### config.mk
export PLATFORM = sky130hd
export DESIGN_NAME = mem_port_arbiter_flat
export DESIGN_NICKNAME = d
export VERILOG_FILES = /design/src/rtl/mem_port_arbiter_pkg.sv /design/src/rtl/mem_port_arbiter_if.sv /design/src/rtl/mem_port_arbiter_rr2.sv /design/src/rtl/mem_port_arbiter.sv /design/src/flat_wrapper.sv
export SDC_FILE = /design/constraint.sdc
export NUM_CORES = 1
export LEC_CHECK = 0
export BUFFER_PORTS_ARGS = -buffer_cell sky130_fd_sc_hd__buf_2
export CAP_MARGIN = 40
export CORE_MARGIN = 2
export CORE_UTILIZATION = 44
export DETAILED_ROUTE_END_ITERATION = 16
export PLACE_DENSITY = 0.8
export SLEW_MARGIN = 10
export SYNTH_ARGS = -nofsm -noshare
export SYNTH_HDL_FRONTEND = slang
export SYNTH_HIERARCHICAL = 1
export SYNTH_SLANG_ARGS = --single-unit
export TNS_END_PERCENT = 50
### constraint.sdc
create_clock -name clk -period 2.3 [get_ports clk]
set_clock_uncertainty 0.15 [all_clocks]
set_input_delay 0.345 -clock clk [delete_from_list [all_inputs] [get_ports clk]]
set_output_delay 0.345 -clock clk [all_outputs]
set_load 0.05 [all_outputs]
### src/rtl/mem_port_arbiter_pkg.sv
// ============================================================================
// Module   : mem_arb_pkg
// Purpose  : Shared types, constants and the access-legality check for the
//            memory port arbiter.
// Revision : 1.0 - initial release
// ============================================================================
`default_nettype none

package mem_arb_pkg;

  typedef enum logic [2:0] {
    IDLE  = 3'd0,
    ISSUE = 3'd1,
    WAIT  = 3'd2,
    RESP  = 3'd3,
    ERR   = 3'd4
  } arb_state_t;

  typedef enum logic {
    GRANT_FETCH = 1'b0,
    GRANT_DATA  = 1'b1
  } grant_t;

  localparam int unsigned WORD_BYTES = 4;

  // Word-aligned and the whole word lies inside the array.
  function automatic logic addr_ok(input logic [31:0] addr, input int unsigned mem_bytes);
    return (addr[1:0] == 2'b00) && (addr <= 32'(mem_bytes - WORD_BYTES));
  endfunction

endpackage

`default_nettype wire

### src/rtl/mem_port_arbiter_if.sv
// ============================================================================
// Module   : mem_arb_if
// Purpose  : Fetch, load/store and memory-side signals of the port arbiter.
// Revision : 1.0 - initial release
// ============================================================================
`default_nettype none

interface mem_arb_if;

  logic        i_req;
  logic [31:0] i_addr;
  logic        i_ack;
  logic [31:0] i_rdata;
  logic        i_err;

  logic        d_req;
  logic        d_we;
  logic [31:0] d_addr;
  logic [31:0] d_wdata;
  logic [3:0]  d_wstrb;
  logic        d_ack;
  logic [31:0] d_rdata;
  logic        d_err;

  logic        mem_req;
  logic        mem_we;
  logic [31:0] mem_addr;
  logic [31:0] mem_wdata;
  logic [3:0]  mem_wstrb;
  logic [31:0] mem_rdata;

  // Arbiter side.
  modport slave (
    input  i_req, i_addr, d_req, d_we, d_addr, d_wdata, d_wstrb, mem_rdata,
    output i_ack, i_rdata, i_err, d_ack, d_rdata, d_err,
           mem_req, mem_we, mem_addr, mem_wdata, mem_wstrb
  );

  // Requesters plus memory array side.
  modport master (
    output i_req, i_addr, d_req, d_we, d_addr, d_wdata, d_wstrb, mem_rdata,
    input  i_ack, i_rdata, i_err, d_ack, d_rdata, d_err,
           mem_req, mem_we, mem_addr, mem_wdata, mem_wstrb
  );

endinterface

`default_nettype wire

### src/rtl/mem_port_arbiter_rr2.sv
// ============================================================================
// Module   : mem_arb_rr2
// Purpose  : Combinational two-way round-robin picker (fetch vs. data).
// Revision : 1.0 - initial release
// ============================================================================
`default_nettype none

module mem_arb_rr2
  import mem_arb_pkg::*;
(
  input  logic   i_req,
  input  logic   d_req,
  input  grant_t last_grant,
  output grant_t grant,
  output logic   valid
);

  always_comb begin
    grant = GRANT_FETCH;
    valid = i_req | d_req;
    if (i_req && d_req) begin
      grant = (last_grant == GRANT_DATA) ? GRANT_FETCH : GRANT_DATA;
    end else if (d_req) begin
      grant = GRANT_DATA;
    end
  end

endmodule

`default_nettype wire

### src/rtl/mem_port_arbiter.sv
// ============================================================================
// Module   : mem_port_arbiter
// Purpose  : Shares one fixed-latency memory port between fetch and LSU,
//            returning a registered one-cycle ack with data or error.
// Revision : 1.0 - initial release
// ============================================================================
`default_nettype none

module mem_port_arbiter
  import mem_arb_pkg::*;
#(
  parameter int unsigned MEM_BYTES   = 1024,
  parameter int unsigned MEM_LATENCY = 1
)(
  input  logic       clk,
  input  logic       reset,
  mem_arb_if.slave   bus
);

  localparam logic [2:0] c_S_IDLE  = 3'(IDLE);
  localparam logic [2:0] c_S_ISSUE = 3'(ISSUE);
  localparam logic [2:0] c_S_WAIT  = 3'(WAIT);
  localparam logic [2:0] c_S_RESP  = 3'(RESP);
  localparam logic [2:0] c_S_ERR   = 3'(ERR);

  logic [2:0]  r_state;
  grant_t      r_last_grant;
  grant_t      r_grant;
  logic        r_we;
  logic [2:0]  r_cnt;

  logic        r_i_ack, r_i_err, r_d_ack, r_d_err;
  logic [31:0] r_i_rdata, r_d_rdata;
  logic        r_mem_req, r_mem_we;
  logic [31:0] r_mem_addr, r_mem_wdata;
  logic [3:0]  r_mem_wstrb;

  grant_t      w_grant;
  logic        w_valid;
  logic [31:0] w_addr;
  logic        w_we;
  logic [31:0] w_wdata;
  logic [3:0]  w_wstrb;
  logic        w_addr_ok;

  mem_arb_rr2 u_rr2 (
    .i_req      (bus.i_req),
    .d_req      (bus.d_req),
    .last_grant (r_last_grant),
    .grant      (w_grant),
    .valid      (w_valid)
  );

  always_comb begin
    w_addr  = bus.i_addr;
    w_we    = 1'b0;
    w_wdata = '0;
    w_wstrb = '0;
    if (w_grant == GRANT_DATA) begin
      w_addr  = bus.d_addr;
      w_we    = bus.d_we;
      w_wdata = bus.d_wdata;
      w_wstrb = bus.d_we ? bus.d_wstrb : 4'b0000;
    end
  end

  assign w_addr_ok = addr_ok(w_addr, MEM_BYTES);

  always_ff @(posedge clk) begin
    if (reset) begin
      r_state      <= c_S_IDLE;
      r_last_grant <= GRANT_DATA;
      r_grant      <= GRANT_FETCH;
      r_we         <= 1'b0;
      r_cnt        <= '0;
      r_i_ack      <= 1'b0;
      r_i_err      <= 1'b0;
      r_i_rdata    <= '0;
      r_d_ack      <= 1'b0;
      r_d_err      <= 1'b0;
      r_d_rdata    <= '0;
      r_mem_req    <= 1'b0;
      r_mem_we     <= 1'b0;
      r_mem_addr   <= '0;
      r_mem_wdata  <= '0;
      r_mem_wstrb  <= '0;
    end else begin
      // Acks, errors and read data are single-cycle pulses.
      r_i_ack   <= 1'b0;
      r_i_err   <= 1'b0;
      r_i_rdata <= '0;
      r_d_ack   <= 1'b0;
      r_d_err   <= 1'b0;
      r_d_rdata <= '0;
      r_mem_req <= 1'b0;

      case (r_state)
        c_S_IDLE: begin
          if (w_valid) begin
            r_grant <= w_grant;
            r_we    <= w_we;
            if (bus.i_req && bus.d_req) begin
              r_last_grant <= w_grant;
            end
            if (w_addr_ok) begin
              r_mem_req   <= 1'b1;
              r_mem_we    <= w_we;
              r_mem_addr  <= {w_addr[31:2], 2'b00};
              r_mem_wdata <= w_wdata;
              r_mem_wstrb <= w_wstrb;
              r_state     <= c_S_ISSUE;
            end else begin
              if (w_grant == GRANT_FETCH) begin
                r_i_ack <= 1'b1;
                r_i_err <= 1'b1;
              end else begin
                r_d_ack <= 1'b1;
                r_d_err <= 1'b1;
              end
              r_state <= c_S_ERR;
            end
          end
        end

        c_S_ISSUE: begin
          r_cnt       <= 3'(MEM_LATENCY);
          r_mem_we    <= 1'b0;
          r_mem_addr  <= '0;
          r_mem_wdata <= '0;
          r_mem_wstrb <= '0;
          r_state     <= c_S_WAIT;
        end

        c_S_WAIT: begin
          // Counter hitting zero marks the cycle mem_rdata is valid.
          if (r_cnt == 3'd1) begin
            if (r_grant == GRANT_FETCH) begin
              r_i_ack   <= 1'b1;
              r_i_rdata <= bus.mem_rdata;
            end else begin
              r_d_ack   <= 1'b1;
              r_d_rdata <= r_we ? 32'h0 : bus.mem_rdata;
            end
            r_state <= c_S_RESP;
          end
          r_cnt <= r_cnt - 3'd1;
        end

        c_S_RESP, c_S_ERR: r_state <= c_S_IDLE;

        default: r_state <= c_S_IDLE;
      endcase
    end
  end

  assign bus.i_ack     = r_i_ack;
  assign bus.i_rdata   = r_i_rdata;
  assign bus.i_err     = r_i_err;
  assign bus.d_ack     = r_d_ack;
  assign bus.d_rdata   = r_d_rdata;
  assign bus.d_err     = r_d_err;
  assign bus.mem_req   = r_mem_req;
  assign bus.mem_we    = r_mem_we;
  assign bus.mem_addr  = r_mem_addr;
  assign bus.mem_wdata = r_mem_wdata;
  assign bus.mem_wstrb = r_mem_wstrb;

endmodule

`default_nettype wire

### src/flat_wrapper.sv
// flat-port wrapper written by rule: the top's interface ports become plain ports
module mem_port_arbiter_flat import mem_arb_pkg::*;
#(
  parameter int unsigned MEM_BYTES   = 1024,
  parameter int unsigned MEM_LATENCY = 1
)
  (clk, reset, bus_i_req, bus_i_addr, bus_d_req, bus_d_we, bus_d_addr, bus_d_wdata, bus_d_wstrb, bus_mem_rdata, bus_i_ack, bus_i_rdata, bus_i_err, bus_d_ack, bus_d_rdata, bus_d_err, bus_mem_req, bus_mem_we, bus_mem_addr, bus_mem_wdata, bus_mem_wstrb);
  mem_arb_if bus_i ();
  input  logic clk;
  input  logic reset;
  input wire logic [$bits(bus_i.i_req)-1:0] bus_i_req;
  input wire logic [$bits(bus_i.i_addr)-1:0] bus_i_addr;
  input wire logic [$bits(bus_i.d_req)-1:0] bus_d_req;
  input wire logic [$bits(bus_i.d_we)-1:0] bus_d_we;
  input wire logic [$bits(bus_i.d_addr)-1:0] bus_d_addr;
  input wire logic [$bits(bus_i.d_wdata)-1:0] bus_d_wdata;
  input wire logic [$bits(bus_i.d_wstrb)-1:0] bus_d_wstrb;
  input wire logic [$bits(bus_i.mem_rdata)-1:0] bus_mem_rdata;
  output wire logic [$bits(bus_i.i_ack)-1:0] bus_i_ack;
  output wire logic [$bits(bus_i.i_rdata)-1:0] bus_i_rdata;
  output wire logic [$bits(bus_i.i_err)-1:0] bus_i_err;
  output wire logic [$bits(bus_i.d_ack)-1:0] bus_d_ack;
  output wire logic [$bits(bus_i.d_rdata)-1:0] bus_d_rdata;
  output wire logic [$bits(bus_i.d_err)-1:0] bus_d_err;
  output wire logic [$bits(bus_i.mem_req)-1:0] bus_mem_req;
  output wire logic [$bits(bus_i.mem_we)-1:0] bus_mem_we;
  output wire logic [$bits(bus_i.mem_addr)-1:0] bus_mem_addr;
  output wire logic [$bits(bus_i.mem_wdata)-1:0] bus_mem_wdata;
  output wire logic [$bits(bus_i.mem_wstrb)-1:0] bus_mem_wstrb;
  assign bus_i.i_req = bus_i_req;
  assign bus_i.i_addr = bus_i_addr;
  assign bus_i.d_req = bus_d_req;
  assign bus_i.d_we = bus_d_we;
  assign bus_i.d_addr = bus_d_addr;
  assign bus_i.d_wdata = bus_d_wdata;
  assign bus_i.d_wstrb = bus_d_wstrb;
  assign bus_i.mem_rdata = bus_mem_rdata;
  assign bus_i_ack = bus_i.i_ack;
  assign bus_i_rdata = bus_i.i_rdata;
  assign bus_i_err = bus_i.i_err;
  assign bus_d_ack = bus_i.d_ack;
  assign bus_d_rdata = bus_i.d_rdata;
  assign bus_d_err = bus_i.d_err;
  assign bus_mem_req = bus_i.mem_req;
  assign bus_mem_we = bus_i.mem_we;
  assign bus_mem_addr = bus_i.mem_addr;
  assign bus_mem_wdata = bus_i.mem_wdata;
  assign bus_mem_wstrb = bus_i.mem_wstrb;
  mem_port_arbiter #(.MEM_BYTES(MEM_BYTES), .MEM_LATENCY(MEM_LATENCY)) u_core (.clk(clk), .reset(reset), .bus(bus_i));
endmodule
==> flow_summary.ini, run 1 <==
[finish]
regArea_mm2 = 0.002903
nFillCells = 806
mostFrequentLayoutCell = buf_2
layout_common_cells = buf_2, dfxtp_1, dlygate4sd3_1
fin_area_mm2 = 0.007620
insertedDiodeCount = 0
drive_above_1_share_pct = 39.23
multiInputGateArea_mm2 = 0.001773
area_growth_pct = 54.69
fin_nets = 957

[drt]
routed_wl_um = 15390
vias_per_cell = 5.106
vias = 4958
drtIter0Drc = 482
wl_per_cell_um = 15.85
first_pass_iters = 6
antenna_left = 0
drc = 0

[cts]
cts-root-buf = clkbuf_8
ctsLongestPathBuffers = 2
numCtsBuffers = 17
clock_sinks = 145
cts_setup_buffers = 0
cts_tree = yes
cts_max_level = 4
postCtsResizedCells = 0
clk_latency_ns = 0.50
path_clk_slew_ns = 0.06

[sta]
fin_setup_tns_ns = 0
max_slew_margin_pct = 55.16
finalHoldViolCount = 0
slew_violations = 0
post-route-period-util_pct = 93.13
fmax_mhz = 466.9
fin_crit_ns = 2.142
finalSetupViolCount = 0
worst_pin_slew_ns = 0.6712
rsz0062_at_grt = false

[global_routing]
grt_pass1_wl_um = 22620
grt_overflow = 0
grt_pass1_vias = 4809
grt_max_degree = 49
grt.total_usage_pct = 24.38
grt_antenna_before_repair = 0

[placement]
place.gp.congestion = 0.8132
placed_area_mm2 = 0.006362
dpl.hpwl_um = 10230
io_buffer_count = 272

[power_and_ir_drop]
p_leak_uw = 0.003751
ir_drop_mv = 0.4337
power_density_mw_per_mm2 = 721.1

[synth]
synth-main-ff-cell = dfxtp_1
synth_edf_count = 0
syn_area_per_cell_um2 = 10.14
syn_area_mm2 = 0.004926
yosys.cell_types.count = 41
synth_cells = 486
ys_warn_count = 6
synth-seq-cells = 145
async_flop_share_pct = 0
yosysSeqAreaShare_pct = 58.93

[worst_setup_path]
endpoint = u_core/bus.mem_addr[7]
crit_family = simple AND/OR/NAND/NOR gates
worstReg2RegStart = u_core/r_last_grant
critPathArrivalTime_ns = 2.33
max_stage_delay_ns = 0.35
timing.critical_path.buf_inv = 1
crit_chain = a21boi_2 > nor4b_1 > nand4_1 > o22ai_4 > and2_1 > buf_12 > a211oi_1
end_kind = register
startpoint_type = register
crit_slowest_cell = dfxtp_1
worstRegToRegCells = 7
crit_type = register to register
crit_required_ns = 2.49
rrSetupSlack_ns = 0.16
critPathMaxFanout = 45
cp_num_cells = 7
r2r_end = u_core/bus.mem_addr[7]
crit_start = u_core/r_last_grant

[floorplanning]
io_pins = 275
die_w_um = 109.8
row_count = 38
initial_utilization_pct = 45.24
fp.coreArea_mm2 = 0.01089
die_y_um = 109.8
die-area_mm2 = 0.01206

[worst_hold_path]
hold_depth = 2
hold_path.class = primary input to register

[flow_run]
max_cap_viol_count = 0

[outcome]
status = finished clean
==> worst min-delay path by stage <==
stage                             start                  endpoint  slack (ns)
6_report                          reset           u_core/r_cnt[1]        0.02
3_3_place_gp   u_core/bus.mem_wdata[18]  u_core/bus.mem_wdata[18]        0.28
2_1_floorplan                     reset          u_core/bus.i_err        0.28
4_1_cts                           reset           u_core/r_cnt[1]       0.002
3_5_place_dp          u_core/bus.mem_we         u_core/bus.mem_we        0.29
5_1_grt                           reset               u_core/r_we        0.04
==> through the flow <==
| step | utilization (%) | instances | total power (µW) | hold slack [ns] | setup slack [ns] |
|---|---|---|---|---|---|
| after floorplan | - | 487 | 2698 | 0.2813 | 0.2978 |
| after detailed placement | 58.43 | 870 | 2856 | 0.2871 | 0.03987 |
| after global placement | 58.43 | 870 | 2848 | 0.2845 | 0.09935 |
| after CTS | 69.98 | 971 | 5522 | 0.001508 | 0.1553 |
| after global routing | 69.98 | 971 | 5692 | 0.03573 | 0.02988 |
| final | 69.98 | 971 | 5495 | 0.02374 | 0.1581 |
==> area by class of cell <==
type                       count  area share, %
sequential                   145          38.10
timing repair buffer         354          28.70
multi-input combinational    296          23.27
clock buffer                  20          5.846
tap                          140          2.299
clock inverter                12          1.593
inverter                       4         0.1970
==> worst register-to-register path: cells and delay by family (launching register included) <==
kind / cells / cell delay, ns
AOI/OAI and AO/OA: 3 / 0.60
buffers and inverters: 1 / 0.23
DFF: 1 / 0.35
and+or+nand+nor: 3 / 0.65
==> layer usage <==
layer	wire length (µm)	GRT usage [%]
met1	5465	25.19
met3	1475	7.113
met2	7932	44.30
met4	517	12.57
met5	0	0
==> power breakdown <==
| group | switching, µW | leakage, µW | total [µW] | internal (µW) |
|---|---|---|---|---|
| Combinational | 175 | 0.00231 | 376 | 201 |
| Clock | 1080 | 0.000271 | 2590 | 1520 |
| Sequential | 7.59 | 0.00117 | 2530 | 2520 |
==> cell families (layout without fill, tap and decap cells) <==
logic type	after synthesis	count (layout)	share of synthesized area, %
AO/OA/AOI/OAI	66	66	7.772
XOR/XNOR	1	1	0.1778
adder cells (fa/ha/maj)	2	2	0.5079
buffers and inverters	46	390	5.715
flip-flops	145	145	58.93
multiplexers	10	10	2.057
other	1	2	0.07613
AND/OR/NAND/NOR	215	215	24.77
==> synth_stat cells (2+ instances only) <==
cell	n	share of area, %
dfxtp_1	145	59
and2_1	66	8.4
nand2_1	44	3.4
nand4_1	38	4.8
o21ai_1	37	3.8
and3_1	23	2.9
clkbuf_1	19	1.4
a21oi_1	13	1.3
nor2_1	11	0.84
mux2i_1	9	1.8
nor4_1	9	1.1
a211oi_1	8	1.2
buf_2	8	0.81
buf_4	8	1.2
nand3_1	5	0.51
nor3_1	5	0.51
buf_8	4	1.2
inv_1	4	0.30
nand2b_1	4	0.51
ha_1	2	0.51
nand3b_1	2	0.30
nor4b_1	2	0.36
o21bai_1	2	0.30
==> repair_timing <==
item	in CTS	in global routing
hold buffers	69	0
endpoints found under the setup margin	0	0
hold endpoints to repair	101	0
==> state kept, by name, indices dropped and copies added, names as in the netlist <==
| signal | count |
|---|---|
| u_core/bus.mem_addr | 30 |
| u_core/bus.i_ack | 1 |
| u_core/bus.d_rdata | 32 |
| u_core/bus.mem_wstrb | 4 |
| u_core/bus.mem_req | 1 |
| u_core/r_grant | 1 |
| u_core/r_last_grant | 1 |
| u_core/r_state | 3 |
| u_core/r_we | 1 |
| u_core/bus.d_err | 1 |
| u_core/r_cnt | 3 |
| u_core/bus.mem_wdata | 32 |
| u_core/bus.i_rdata | 32 |
| u_core/bus.mem_we | 1 |
| u_core/bus.i_err | 1 |
| u_core/bus.d_ack | 1 |
Power figures use the tool's default switching activity.
==> inputs of run 2 (changes only) <==
--- a/config.mk
+++ b/config.mk
@@ -7,10 +7,11 @@
 export LEC_CHECK = 0
 export BUFFER_PORTS_ARGS = -buffer_cell sky130_fd_sc_hd__buf_2
 export CAP_MARGIN = 40
-export CORE_MARGIN = 2
+export CORE_MARGIN = 3
 export CORE_UTILIZATION = 44
 export DETAILED_ROUTE_END_ITERATION = 16
 export PLACE_DENSITY = 0.8
+export REMOVE_ABC_BUFFERS = 1
 export SLEW_MARGIN = 10
 export SYNTH_ARGS = -nofsm -noshare
 export SYNTH_HDL_FRONTEND = slang
==> flow_summary.ini, run 2 (synthesis gave the netlist of run 1 again) <==
[power_and_ir_drop]
p_sw_uw = 1181
power_density_mw_per_mm2 = 769.1
p_sw_share_pct = 19.74
ir_drop_mv = 0.6255
p_comb_share_pct = 6.4
p_int_uw = 4799
p_seq_share_pct = 42.3
p_leak_uw = 0.003834
pwr-share-clk_pct = 51.3

[cts]
ctsLongestPathBuffers = 2
cts_setup_buffers = 0
cts-root-buf = clkbuf_8
clock_sinks = 145
cts_tree = yes
cts_max_level = 4
clk_latency_ns = 0.51
path_clk_slew_ns = 0.06
numCtsBuffers = 17

[placement]
place.gp.congestion = 0.8682
io_buffer_count = 272
dpl.hpwl_um = 10490
dp_slack_ns = -0.09473
dp_cells = 874

[finish]
finalNonFillerCells = 977
area_growth_pct = 57.84
insertedDiodeCount = 0
mostFrequentLayoutCell = buf_2
fin_nets = 963
nFillCells = 762
layout_common_cells = buf_2, dfxtp_1, dlygate4sd3_1
drive_above_1_share_pct = 39.19

[worst_setup_path]
startpoint_type = register
crit_type = register to register
crit_family = simple AND/OR/NAND/NOR gates
timing.critical_path.buf_inv = 1
critPathMaxFanout = 19
critPathArrivalTime_ns = 2.44
max_stage_delay_ns = 0.32
crit_chain = a21boi_2 > nor4b_2 > nand4_1 > o22ai_4 > buf_4 > nor4_1 > or2_2
end_kind = register
crit_slowest_cell = dfxtp_1
crit_required_ns = 2.54

[sta]
finalSetupViolCount = 0
whs_ns = 0.04750
finalWorstSetupSlack_ns = 0.1044
slew_violations = 0
fmax_mhz = 455.5
worst_pin_slew_ns = 0.6268
finalHoldViolCount = 0
post-route-period-util_pct = 95.46
fin_crit_ns = 2.196
max_slew_margin_pct = 58.13

[drt]
vias_per_cell = 4.960
first_pass_iters = 4
antenna_left = 0
vias = 4846
wl_per_cell_um = 16.25
drtIter0Drc = 403
drc = 0
routed_wl_um = 15870

[flow_run]
max_cap_viol_count = 0

[global_routing]
grt_pass1_wl_um = 24960
grt.total_usage_pct = 24.86
grt_overflow = 0
grt_antenna_before_repair = 0
grt_max_degree = 39
grt_pass1_vias = 4986

[floorplanning]
fp.coreArea_mm2 = 0.01089
row_count = 38
die_w_um = 111.8
initial_utilization_pct = 45.24
io_pins = 275
die_y_um = 111.8
die-area_mm2 = 0.01250

[outcome]
status = finished clean

[worst_hold_path]
hold_path.class = primary input to register
run 2: changes by cell type in the layout (fill, tap and decap cells not counted), sizes merged:
cell / change
bufinv: +5
clkinvlp: -2
buf: +4
inv: -6
clkbuf: +3
dlygate4sd3: +2
run 2: repair_timing:
action | in CTS | in global routing
hold buffers | 71 | 0
hold endpoints to repair | 106 | 0
gates resized for setup | 0 | 2
setup endpoints to repair | 0 | 68
run 2: final timing paths:
check / endpoint / from / cells after the start / slack, ns
worst max-delay path: u_core/bus.i_ack / u_core/r_last_grant / 7 / 0.10
worst min-delay path: u_core/bus.mem_addr[6] / bus_i_addr[6] / 3 / 0.05
worst max register to register: u_core/bus.i_ack / u_core/r_last_grant / 7 / 0.10
worst min register to register: u_core/bus.mem_wstrb[3] / u_core/bus.mem_wstrb[3] / 2 / 0.29
run 2: final cells by class:
class,instances,area [µm²],area share [%]
Clock buffer,23,466.7,6.003
Clock inverter,9,201.4,2.591
Inverter,4,15.01,0.1931
Multi-Input combinational cell,296,1777,22.85
Sequential cell,145,2903,37.33
Tap cell,140,175.2,2.253
Timing Repair Buffer,360,2237,28.77
run 2: power groups by stage:
stage	logic, µW	registers, µW	clock network [µW]
global placement	269	2580	0
finish	383	2530	3070
CTS	369	2530	3120
floorplan	83.5	2590	0
detailed placement	275	2580	0
global route	408	2530	3240
run 2: per-stage QoR:
stage          instance area [µm²]  TNS [ns]  util (%)  power (µW)
6_report                      7775         0     71.41        5980
2_1_floorplan                 4663   -126.00         -        2678
3_5_place_dp                  6386    -1.292     58.65        2857
4_1_cts                       7765         0     71.32        6013
3_3_place_gp                  6386         0     58.65        2850
5_1_grt                       7775  -0.03650     71.41        6171
run 2: tightest hold or removal path, stage by stage:
cell and delay, ns:
buf_2 0.09, mux2i_1 0.14, a211oi_1 0.09
run 2: metal layers:
layer	part of all wire [%]	global-route usage (%)	vias to the layer above	wire length (µm)
met3	8.6	8.424	24	1360
met5	0	0	-	0
li1	-	-	2340	-
met4	1.8	9.327	0	280
met2	51	44.24	223	8172
met1	38	27.34	2259	6059
==> inputs of run 3 (changes only) <==
--- a/config.mk
+++ b/config.mk
@@ -8,11 +8,10 @@
 export BUFFER_PORTS_ARGS = -buffer_cell sky130_fd_sc_hd__buf_2
 export CAP_MARGIN = 40
 export CORE_MARGIN = 3
-export CORE_UTILIZATION = 44
+export CORE_UTILIZATION = 36
 export DETAILED_ROUTE_END_ITERATION = 16
-export PLACE_DENSITY = 0.8
+export PLACE_DENSITY = 0.67
 export REMOVE_ABC_BUFFERS = 1
-export SLEW_MARGIN = 10
 export SYNTH_ARGS = -nofsm -noshare
 export SYNTH_HDL_FRONTEND = slang
 export SYNTH_HIERARCHICAL = 1
==> flow_summary.ini, run 3 (synthesis gave the netlist of run 1 again) <==
[drt]
antenna_left = 0
drc = 0
vias_per_cell = 4.764
vias = 4631
routed_wl_um = 14780
first_pass_iters = 6
wl_per_cell_um = 15.20
drtIter0Drc = 181

[floorplanning]
die-area_mm2 = 0.01512
row_count = 42
initial_utilization_pct = 37.05
fp.coreArea_mm2 = 0.01330
die_y_um = 123.0
io_pins = 275
die_w_um = 123.0

[cts]
ctsLongestPathBuffers = 2
cts_max_level = 4
cts-root-buf = clkbuf_16
clk_latency_ns = 0.41
cts_setup_buffers = 0
clock_sinks = 145
numCtsBuffers = 17
path_clk_slew_ns = 0.06
cts_tree = yes

[global_routing]
grt_pass1_wl_um = 22800
grt_antenna_before_repair = 0
grt_pass1_vias = 4584
grt_max_degree = 36
grt_overflow = 0
grt.total_usage_pct = 19.43

[sta]
max_slew_margin_pct = 54.88
finalHoldViolCount = 0
finalSetupViolCount = 0
worst_pin_slew_ns = 0.6754
fin_crit_ns = 2.138
rsz0062_at_grt = false
slew_violations = 0
fmax_mhz = 467.7
finalWorstSetupSlack_ns = 0.1619
post-route-period-util_pct = 92.96
whs_ns = 0.02227

[power_and_ir_drop]
p_seq_share_pct = 45.3
p_sw_share_pct = 20.78
p_int_uw = 4415
pwr-share-clk_pct = 48.8
power_density_mw_per_mm2 = 754.3
p_leak_uw = 0.003652
p_sw_uw = 1158
p_comb_share_pct = 5.8
ir_drop_mv = 0.4611

[outcome]
status = finished clean

[finish]
drive_above_1_share_pct = 41.33
insertedDiodeCount = 0
nFillCells = 1167
mostFrequentLayoutCell = buf_2
fin_nets = 924
area_growth_pct = 49.99
layout_common_cells = buf_2, dfxtp_1, and2_1

[worst_setup_path]
critPathMaxFanout = 22
crit_required_ns = 2.45
crit_type = register to register
startpoint_type = register
critPathArrivalTime_ns = 2.29
end_kind = register

[flow_run]
max_cap_viol_count = 0

[placement]
dp_slack_ns = -0.05328
io_buffer_count = 272
dpl.hpwl_um = 10800
place.gp.congestion = 0.7821

[worst_hold_path]
hold_path.class = primary input to register
-- run 3: cell types whose count changed in the layout (fill, tap and decap cells not counted), moves of 3 or more --
cell,change
buf_12,+3
buf_4,-3
bufinv_16,-4
clkbuf_1,-3
dlygate4sd3_1,-40
-- run 3: through the flow --
step	setup TNS, ns	util [%]	cells	area (µm²)	total power [µW]
floorplan	-126.00	-	445	4663	2678
global placement	0	48.72	911	6477	2856
detailed placement	-1.097	48.72	911	6477	2862
CTS	0	55.54	972	7385	5625
global route	0	55.57	972	7388	5792
finish	0	55.57	972	7388	5573
-- run 3: power groups by stage --
stage / clock [µW] / sequential (µW) / combinational [µW]
6_report: 2720 / 2530 / 325
5_1_grt: 2910 / 2530 / 352
2_1_floorplan: 0 / 2590 / 83.5
3_5_place_dp: 0 / 2580 / 280
4_1_cts: 2780 / 2530 / 322
3_3_place_gp: 0 / 2580 / 274
-- run 3: worst max-delay path, cell delays in order (launching register included) --
cell and delay [ns]:
dfxtp_1 0.33, a21boi_1 0.10, buf_4 0.17, nor4_2 0.28
nand4_1 0.18, o22ai_4 0.24, buf_4 0.16, nand2_1 0.08
buf_12 0.16, and3_1 0.18
-- run 3: cell type report --
type / count / area [µm²] / share of cell area (%)
repair buffers: 321 / 1886 / 25.52
inverters: 4 / 15.01 / 0.2032
clock inverters: 8 / 102.6 / 1.389
multi-input cells: 296 / 1768 / 23.93
clock buffers: 22 / 494.2 / 6.689
well taps: 176 / 220.2 / 2.981
flip-flops and latches: 145 / 2903 / 39.29
-- run 3: final timing paths --
path,start,endpoint,slack (ns),cells after the start
setup / recovery,u_core/r_last_grant,u_core/bus.mem_addr[13],0.16,9
setup reg to reg,u_core/r_last_grant,u_core/bus.mem_addr[13],0.16,9
hold reg to reg,u_core/bus.mem_wdata[1],u_core/bus.mem_wdata[1],0.29,2
hold / removal,bus_d_wdata[14],u_core/bus.mem_wdata[14],0.02,3
-- run 3: routing by layer --
layer	vias up	share of wire, %	global-route usage (%)
met1	2151	39	22.55
li1	2265	-	-
met3	12	11	9.561
met5	-	0	0
met4	0	0.95	5.121
met2	203	49	32.08
-- run 3: timing repair --
action                                  in CTS  in global routing
endpoints found under the hold margin       59                  0
hold buffers                                31                  0
resized for setup                            0                  1
endpoints found under the setup margin       0                 28
